## src/rtl/if_fetch_stage.sv

```systemverilog
// if_fetch_stage: MIPS16 instruction-fetch stage.
// Owns the fetch PC, issues one word fetch at a time to instruction memory,
// buffers returned words in a small FIFO and feeds ID through a registered
// output stage that honours hazard stalls and ID-resolved branch redirects.
// Optional build macro: IF_PERF_CNT_EN adds saturating stall/bubble counters
// (perf_stall_cnt, perf_bubble_cnt).
//
// Memory handshake: imem_req is a single-cycle pulse with imem_addr valid in
// the same cycle; exactly one fetch may be outstanding, and its reply is the
// next imem_rvalid pulse (at least one cycle later, any latency). There is no
// ready/back-pressure on replies: a FIFO slot is reserved before the request
// is issued, so every accepted reply always has somewhere to go.
module if_fetch_stage #(
  parameter int              PC_W       = 8,
  parameter logic [PC_W-1:0] RESET_PC   = '0,
  parameter int              FIFO_DEPTH = 2
) (
  input  logic            clk,
  input  logic            rst,
  input  logic            stall,
  input  logic            branch_taken,
  input  logic [5:0]      branch_offset_imm,
  output logic            imem_req,
  output logic [PC_W-1:0] imem_addr,
  input  logic            imem_rvalid,
  input  logic [15:0]     imem_rdata,
  output logic [15:0]     instruction,
  output logic            instruction_decode_en,
  output logic [PC_W-1:0] id_pc,
  output logic [1:0]      dbg_state
`ifdef IF_PERF_CNT_EN
  ,
  output logic [15:0]     perf_stall_cnt,
  output logic [15:0]     perf_bubble_cnt
`endif
);

  localparam int PTR_W = (FIFO_DEPTH > 1) ? $clog2(FIFO_DEPTH) : 1;
  localparam int CNT_W = $clog2(FIFO_DEPTH + 1);

  localparam logic [1:0] S_IDLE    = 2'd0;
  localparam logic [1:0] S_REQ     = 2'd1;
  localparam logic [1:0] S_WAIT    = 2'd2;
  localparam logic [1:0] S_DISCARD = 2'd3;

  // Fetch FSM and PC
  logic [1:0]      state_q, state_d;
  logic [PC_W-1:0] fetch_pc_q, fetch_pc_d;
  logic [PC_W-1:0] req_pc_q, req_pc_d;

  // Returned-instruction FIFO
  logic [15:0]      fifo_data_q [FIFO_DEPTH];
  logic [PC_W-1:0]  fifo_pc_q   [FIFO_DEPTH];
  logic [PTR_W-1:0] rd_ptr_q, rd_ptr_d;
  logic [PTR_W-1:0] wr_ptr_q, wr_ptr_d;
  logic [CNT_W-1:0] count_q, count_d;

  // ID-facing output register
  logic [15:0]     instr_q, instr_d;
  logic            dec_en_q, dec_en_d;
  logic [PC_W-1:0] id_pc_q, id_pc_d;

  // Control terms
  logic              branch_go;
  logic              fifo_empty;
  logic              req_ok;
  logic              rsp_accept;
  logic              load_out;
  logic              pop;
  logic              fwd;
  logic              push;
  logic signed [5:0] off_s;
  logic [PC_W-1:0]   off_ext;
  logic [PC_W-1:0]   target_pc;

  // Stall wins over a branch; ID re-asserts the branch once the stall clears.
  assign branch_go  = branch_taken & ~stall;
  assign fifo_empty = (count_q == '0);

  // A request needs a free FIFO slot and is withheld in a redirect cycle so
  // the branch target is fetched first on the next REQ.
  assign req_ok = (state_q == S_REQ) && (count_q < CNT_W'(FIFO_DEPTH)) && !branch_go;

  assign imem_req  = req_ok;
  assign imem_addr = req_ok ? fetch_pc_q : '0;

  // Only a reply to a live request in WAIT is kept; replies that land in
  // IDLE/REQ/DISCARD, or in the same cycle as a redirect, are dropped.
  assign rsp_accept = (state_q == S_WAIT) && imem_rvalid && !branch_go;

  // The output register refills whenever ID is not stalled. A reply that
  // arrives while the FIFO is empty is registered straight into the output
  // stage (never combinationally passed through), which is equivalent to a
  // push followed by a pop in the next cycle but one cycle sooner.
  assign load_out = !stall && !branch_go;
  assign pop      = load_out && !fifo_empty;
  assign fwd      = load_out && fifo_empty && rsp_accept;
  assign push     = rsp_accept && !fwd;

  // Branch target: word after the branch plus the signed offset, mod 2^PC_W.
  assign off_s     = branch_offset_imm;
  assign off_ext   = PC_W'(off_s);
  assign target_pc = id_pc_q + PC_W'(1) + off_ext;

  assign instruction           = instr_q;
  assign instruction_decode_en = dec_en_q;
  assign id_pc                 = id_pc_q;
  assign dbg_state             = state_q;

  // Next-state logic for the fetch FSM, fetch PC and captured request PC
  always_comb begin
    state_d    = state_q;
    fetch_pc_d = fetch_pc_q;
    req_pc_d   = req_pc_q;
    case (state_q)
      S_IDLE: state_d = S_REQ;
      S_REQ: begin
        if (req_ok) begin
          state_d = S_WAIT;
        end
      end
      S_WAIT: begin
        if (imem_rvalid) begin
          state_d = S_REQ;
        end else if (branch_go) begin
          state_d = S_DISCARD;
        end
      end
      S_DISCARD: begin
        if (imem_rvalid) begin
          state_d = S_REQ;
        end
      end
      default: state_d = S_IDLE;
    endcase
    if (branch_go) begin
      fetch_pc_d = target_pc;
    end else if (req_ok) begin
      fetch_pc_d = fetch_pc_q + PC_W'(1);
    end
    if (req_ok) begin
      req_pc_d = fetch_pc_q;
    end
  end

  // FIFO pointer and occupancy bookkeeping; a redirect empties the buffer
  always_comb begin
    rd_ptr_d = rd_ptr_q;
    wr_ptr_d = wr_ptr_q;
    count_d  = count_q;
    if (branch_go) begin
      rd_ptr_d = '0;
      wr_ptr_d = '0;
      count_d  = '0;
    end else begin
      if (pop) begin
        rd_ptr_d = (rd_ptr_q == PTR_W'(FIFO_DEPTH - 1)) ? '0 : rd_ptr_q + PTR_W'(1);
      end
      if (push) begin
        wr_ptr_d = (wr_ptr_q == PTR_W'(FIFO_DEPTH - 1)) ? '0 : wr_ptr_q + PTR_W'(1);
      end
      if (push && !pop) begin
        count_d = count_q + CNT_W'(1);
      end else if (pop && !push) begin
        count_d = count_q - CNT_W'(1);
      end
    end
  end

  // Output register: hold on stall, clear on redirect, else pop/forward/bubble
  always_comb begin
    instr_d  = instr_q;
    dec_en_d = dec_en_q;
    id_pc_d  = id_pc_q;
    if (branch_go) begin
      instr_d  = 16'h0000;
      dec_en_d = 1'b0;
    end else if (!stall) begin
      if (pop) begin
        instr_d  = fifo_data_q[rd_ptr_q];
        id_pc_d  = fifo_pc_q[rd_ptr_q];
        dec_en_d = 1'b1;
      end else if (fwd) begin
        instr_d  = imem_rdata;
        id_pc_d  = req_pc_q;
        dec_en_d = 1'b1;
      end else begin
        instr_d  = 16'h0000;
        dec_en_d = 1'b0;
      end
    end
  end

  // Control state registers with asynchronous active-low reset
  always_ff @(posedge clk or negedge rst) begin
    if (!rst) begin
      state_q    <= S_IDLE;
      fetch_pc_q <= RESET_PC;
      req_pc_q   <= '0;
      rd_ptr_q   <= '0;
      wr_ptr_q   <= '0;
      count_q    <= '0;
      instr_q    <= 16'h0000;
      dec_en_q   <= 1'b0;
      id_pc_q    <= '0;
    end else begin
      state_q    <= state_d;
      fetch_pc_q <= fetch_pc_d;
      req_pc_q   <= req_pc_d;
      rd_ptr_q   <= rd_ptr_d;
      wr_ptr_q   <= wr_ptr_d;
      count_q    <= count_d;
      instr_q    <= instr_d;
      dec_en_q   <= dec_en_d;
      id_pc_q    <= id_pc_d;
    end
  end

  // FIFO storage; contents are only meaningful below count_q, so no reset
  always_ff @(posedge clk) begin
    if (push) begin
      fifo_data_q[wr_ptr_q] <= imem_rdata;
      fifo_pc_q[wr_ptr_q]   <= req_pc_q;
    end
  end

`ifdef IF_PERF_CNT_EN
  logic [15:0] stall_cnt_q;
  logic [15:0] bubble_cnt_q;

  assign perf_stall_cnt  = stall_cnt_q;
  assign perf_bubble_cnt = bubble_cnt_q;

  // Saturating counters: stalled cycles, and unstalled cycles with no buffered word
  always_ff @(posedge clk or negedge rst) begin
    if (!rst) begin
      stall_cnt_q  <= 16'h0000;
      bubble_cnt_q <= 16'h0000;
    end else begin
      if (stall && (stall_cnt_q != 16'hFFFF)) begin
        stall_cnt_q <= stall_cnt_q + 16'd1;
      end
      if (!stall && fifo_empty && (bubble_cnt_q != 16'hFFFF)) begin
        bubble_cnt_q <= bubble_cnt_q + 16'd1;
      end
    end
  end
`endif

endmodule
```

## config.mk

```make
export PLATFORM = sky130hd
export DESIGN_NAME = if_fetch_stage
export DESIGN_NICKNAME = d
export VERILOG_FILES = /design/src/rtl/if_fetch_stage.sv
export SDC_FILE = /design/constraint.sdc
export NUM_CORES = 1
export LEC_CHECK = 0
export CAP_MARGIN = 20
export CORE_MARGIN = 3
export CORE_UTILIZATION = 45
export DETAILED_ROUTE_END_ITERATION = 6
export PLACE_DENSITY = 0.75
export REMOVE_ABC_BUFFERS = 1
export SLEW_MARGIN = 30
export SYNTH_ARGS = -nofsm -noshare
export SYNTH_HDL_FRONTEND = slang
export SYNTH_SLANG_ARGS = --single-unit
```

## constraint.sdc

```tcl
create_clock -name clk -period 3.3 [get_ports clk]
set_input_delay 0.495 -clock clk [delete_from_list [all_inputs] [get_ports clk]]
set_output_delay 0.495 -clock clk [all_outputs]
set_load 0.02 [all_outputs]
```

==> results.toml, run 1 <==
[final_layout]
syn_to_final_growth_pct = 22.5
drive_gt1_share_pct = 9.68
nets = 437
n_antenna_cell = 0
stdcell_area_um2 = 5190

[sta]
final.min_clock_period_ns = 3.04
max_freq_mhz = 329
slew_violations = 0
slew_headroom_pct = 38.3
finalClockSkew_ns = 0.0128
post-route-period-util_pct = 92.0
tns_ns = 0
hold_viol = 0
finalSetupViolations = 0
tightest_slew_ns = 0.923
rsz0062_at_grt = "no"

[routing]
drt_iter0_drc = 121
dr.pass1.iters = 4
ant_nets = 0
wl_per_cell_um = 17.6
routed_wl_mm = 8.99
via_per_inst = 5.56
vias = 2842
drc_errors = 0

[global_route]
first_global_vias = 2806
grtUsageTotal_pct = 17.8
overflow = 0
grt_antenna_before_repair = 0
grt_pass1_wl_mm = 14.4
grt_start_max_net_pins = 36

[floorplanning]
fp.coreArea_um2 = 8930
die_w_um = 103
io_pins = 63
die_h_um = 103
initial_core_util_pct = 47.5
die-area_um2 = 10600
fp-row-count = 34

[cts]
hold_buffers = 0
cts_max_level = 3
root_buffer = "clkbuf_8"
clkSinkCount = 95
tritoncts = "yes"
cts_buffer_depth = 2
clk_latency_ns = 0.36
clk_pin_slew_worst_paths_ns = 0.10
post_cts_resized = 0
cts_setup_buffers = 0
cts_buffers = 9

[setup_path]
timing.rr.start = "dbg_state[0]"
crit_path_start = "dbg_state[1]"
crit_required_ns = 2.80
path_max_fanout = 10
worstPathArrival_ns = 2.54
startpoint_type = "flip-flop"
cp-end-kind = "output pin"
crit_type = "reg -> out"

[power_and_ir_drop]
p_leak_nw = 2.06
vdd_ir_drop_max_mv = 0.544
powerDensity_nw_per_um2 = 707

[flow_run]
maxCapViolCount = 0

[placed_design]
detailed_place_hpwl_mm = 6.17
gp_congestion = 0.818
place_area_um2 = 4990
io_buffers = 62

[logic_synthesis]
yosysSeqAreaShare_pct = 61.7
ys_top_cells_by_area = "edfxtp_1 (34%), dfrtp_1 (28%), a221o_1 (4.0%), mux2i_1 (4.0%), ha_1 (3.2%)"
synth_top_cell_by_area = "edfxtp_1"
synth_seq_cells = 95
synthFlopType = "edfxtp_1"
ys_warn_count = 0
yosysMostFrequentCell = "edfxtp_1"
ys_types = 44
syn_inst = 332
synth_edf_count = 48
syn_area_um2 = 4240
synth_common_cells = "edfxtp_1 (48), dfrtp_1 (47), nand2_1 (30), nor2_1 (24)"
avgSynthCellArea_um2 = 12.8
yosysTopAreaCellShare_pct = 34.0
ys_async_sr_fraction_pct = 49.5

[run_status]
status = "complete, no violations"

[min_path]
worstHoldPathType = "in -> async"
final timing paths:
path                                              end  slack (ns)  depth (start not counted)
worst max-delay path                         imem_req        0.26                          6
worst min-delay path                   instruction[7]        0.16                          1
worst max register to register        fifo_pc_q[0][6]        1.06                          6
worst min register to register  instruction_decode_en        0.51                          2
max in group asynchronous                dbg_state[1]        2.40                          2
min in group clk                instruction_decode_en        0.51                          2
cells in the final DEF (no fill, tap or decap), drive strengths merged, types with 8 or more instances in the layout:
cell / netlist / final
dfrtp: 47 / 47
a221o: 17 / 17
clkbuf: 4 / 11
a21oi: 9 / 9
nand3: 8 / 8
nand2: 31 / 31
and3: 9 / 9
nor2b: 9 / 9
mux2i: 17 / 17
a211oi: 9 / 9
edfxtp: 48 / 48
buf: 13 / 11
inv: 8 / 8
o21ai: 11 / 11
ha: 11 / 11
clkdlybuf4s50: 0 / 61
a21o: 9 / 9
a31oi: 9 / 9
nor2: 25 / 25
layer usage:
metal / vias up / wire [um] / GRT usage, % / part of all wire [%]
li1: 1354 / - / - / -
met1: 1428 / 4100 / 24.3 / 46
met2: 53 / 4530 / 29.0 / 50
met3: 7 / 273 / 4.40 / 3.0
met4: 0 / 91 / 4.18 / 1.0
met5: - / 0 / 0 / 0
report_power, final:
group	internal, mW	leakage, nW	switching, mW
Combinational	0.592	0.915	0.631
Sequential	1.46	1.04	0.198
Clock	0.396	0.104	0.400
Total	2.44	2.06	1.23
registers in the layout, indices dropped and copies added, names as in the netlist:
name                   count
rd_ptr_q                   1
instruction               16
fetch_pc_q                 8
dbg_state                  2
fifo_data_q               32
count_q                    2
instruction_decode_en      1
wr_ptr_q                   1
req_pc_q                   8
id_pc                      8
fifo_pc_q                 16
kinds of logic after synthesis:
| logic type | after synthesis | synth area share, % |
|---|---|---|
| flops | 95 | 61.7 |
| xor+xnor | 12 | 2.48 |
| fa+ha+maj | 12 | 3.72 |
| simple gates | 98 | 11.9 |
| mux | 18 | 4.28 |
| buf+inv | 25 | 3.04 |
| compound gates | 72 | 12.9 |
per-stage QoR:
step,setup slack [ns],hold slack [ns],power [mW],std cells,util [%]
final,0.264,0.160,3.67,511,58.2
after global routing,0.158,0.193,3.89,511,58.2
after CTS,0.283,0.170,3.70,511,58.2
after detailed placement,0.511,0.488,2.90,495,55.8
after global placement,0.540,0.480,2.87,495,55.8
after floorplan,0.675,0.199,2.39,315,-
area by class of cell:
type                       instances  area, um2
fill                             748       3740
clock buffer                      11        153
inverter                           8       30.0
sequential                        95       2620
tap                              108        135
clock inverter                     5       56.3
timing repair buffer              72        703
multi-input combinational        212       1500
worst max-delay path: stages (launching register included):
cell             delay (ns)
dfrtp_1                0.44
inv_1                  0.11
ha_1                   0.27
nor2b_2                0.46
nand2_4                0.17
inv_2                  0.12
clkdlybuf4s50_1        0.61
Power figures use the tool's default switching activity.
==> run 2, diff against run 1 <==
--- a/config.mk
+++ b/config.mk
@@ -5,7 +5,6 @@
 export SDC_FILE = /design/constraint.sdc
 export NUM_CORES = 1
 export LEC_CHECK = 0
-export CAP_MARGIN = 20
 export CORE_MARGIN = 3
 export CORE_UTILIZATION = 45
 export DETAILED_ROUTE_END_ITERATION = 6
==> results of run 2 <==
No change in the layout: final DEF, timing and power equal those of run 1.
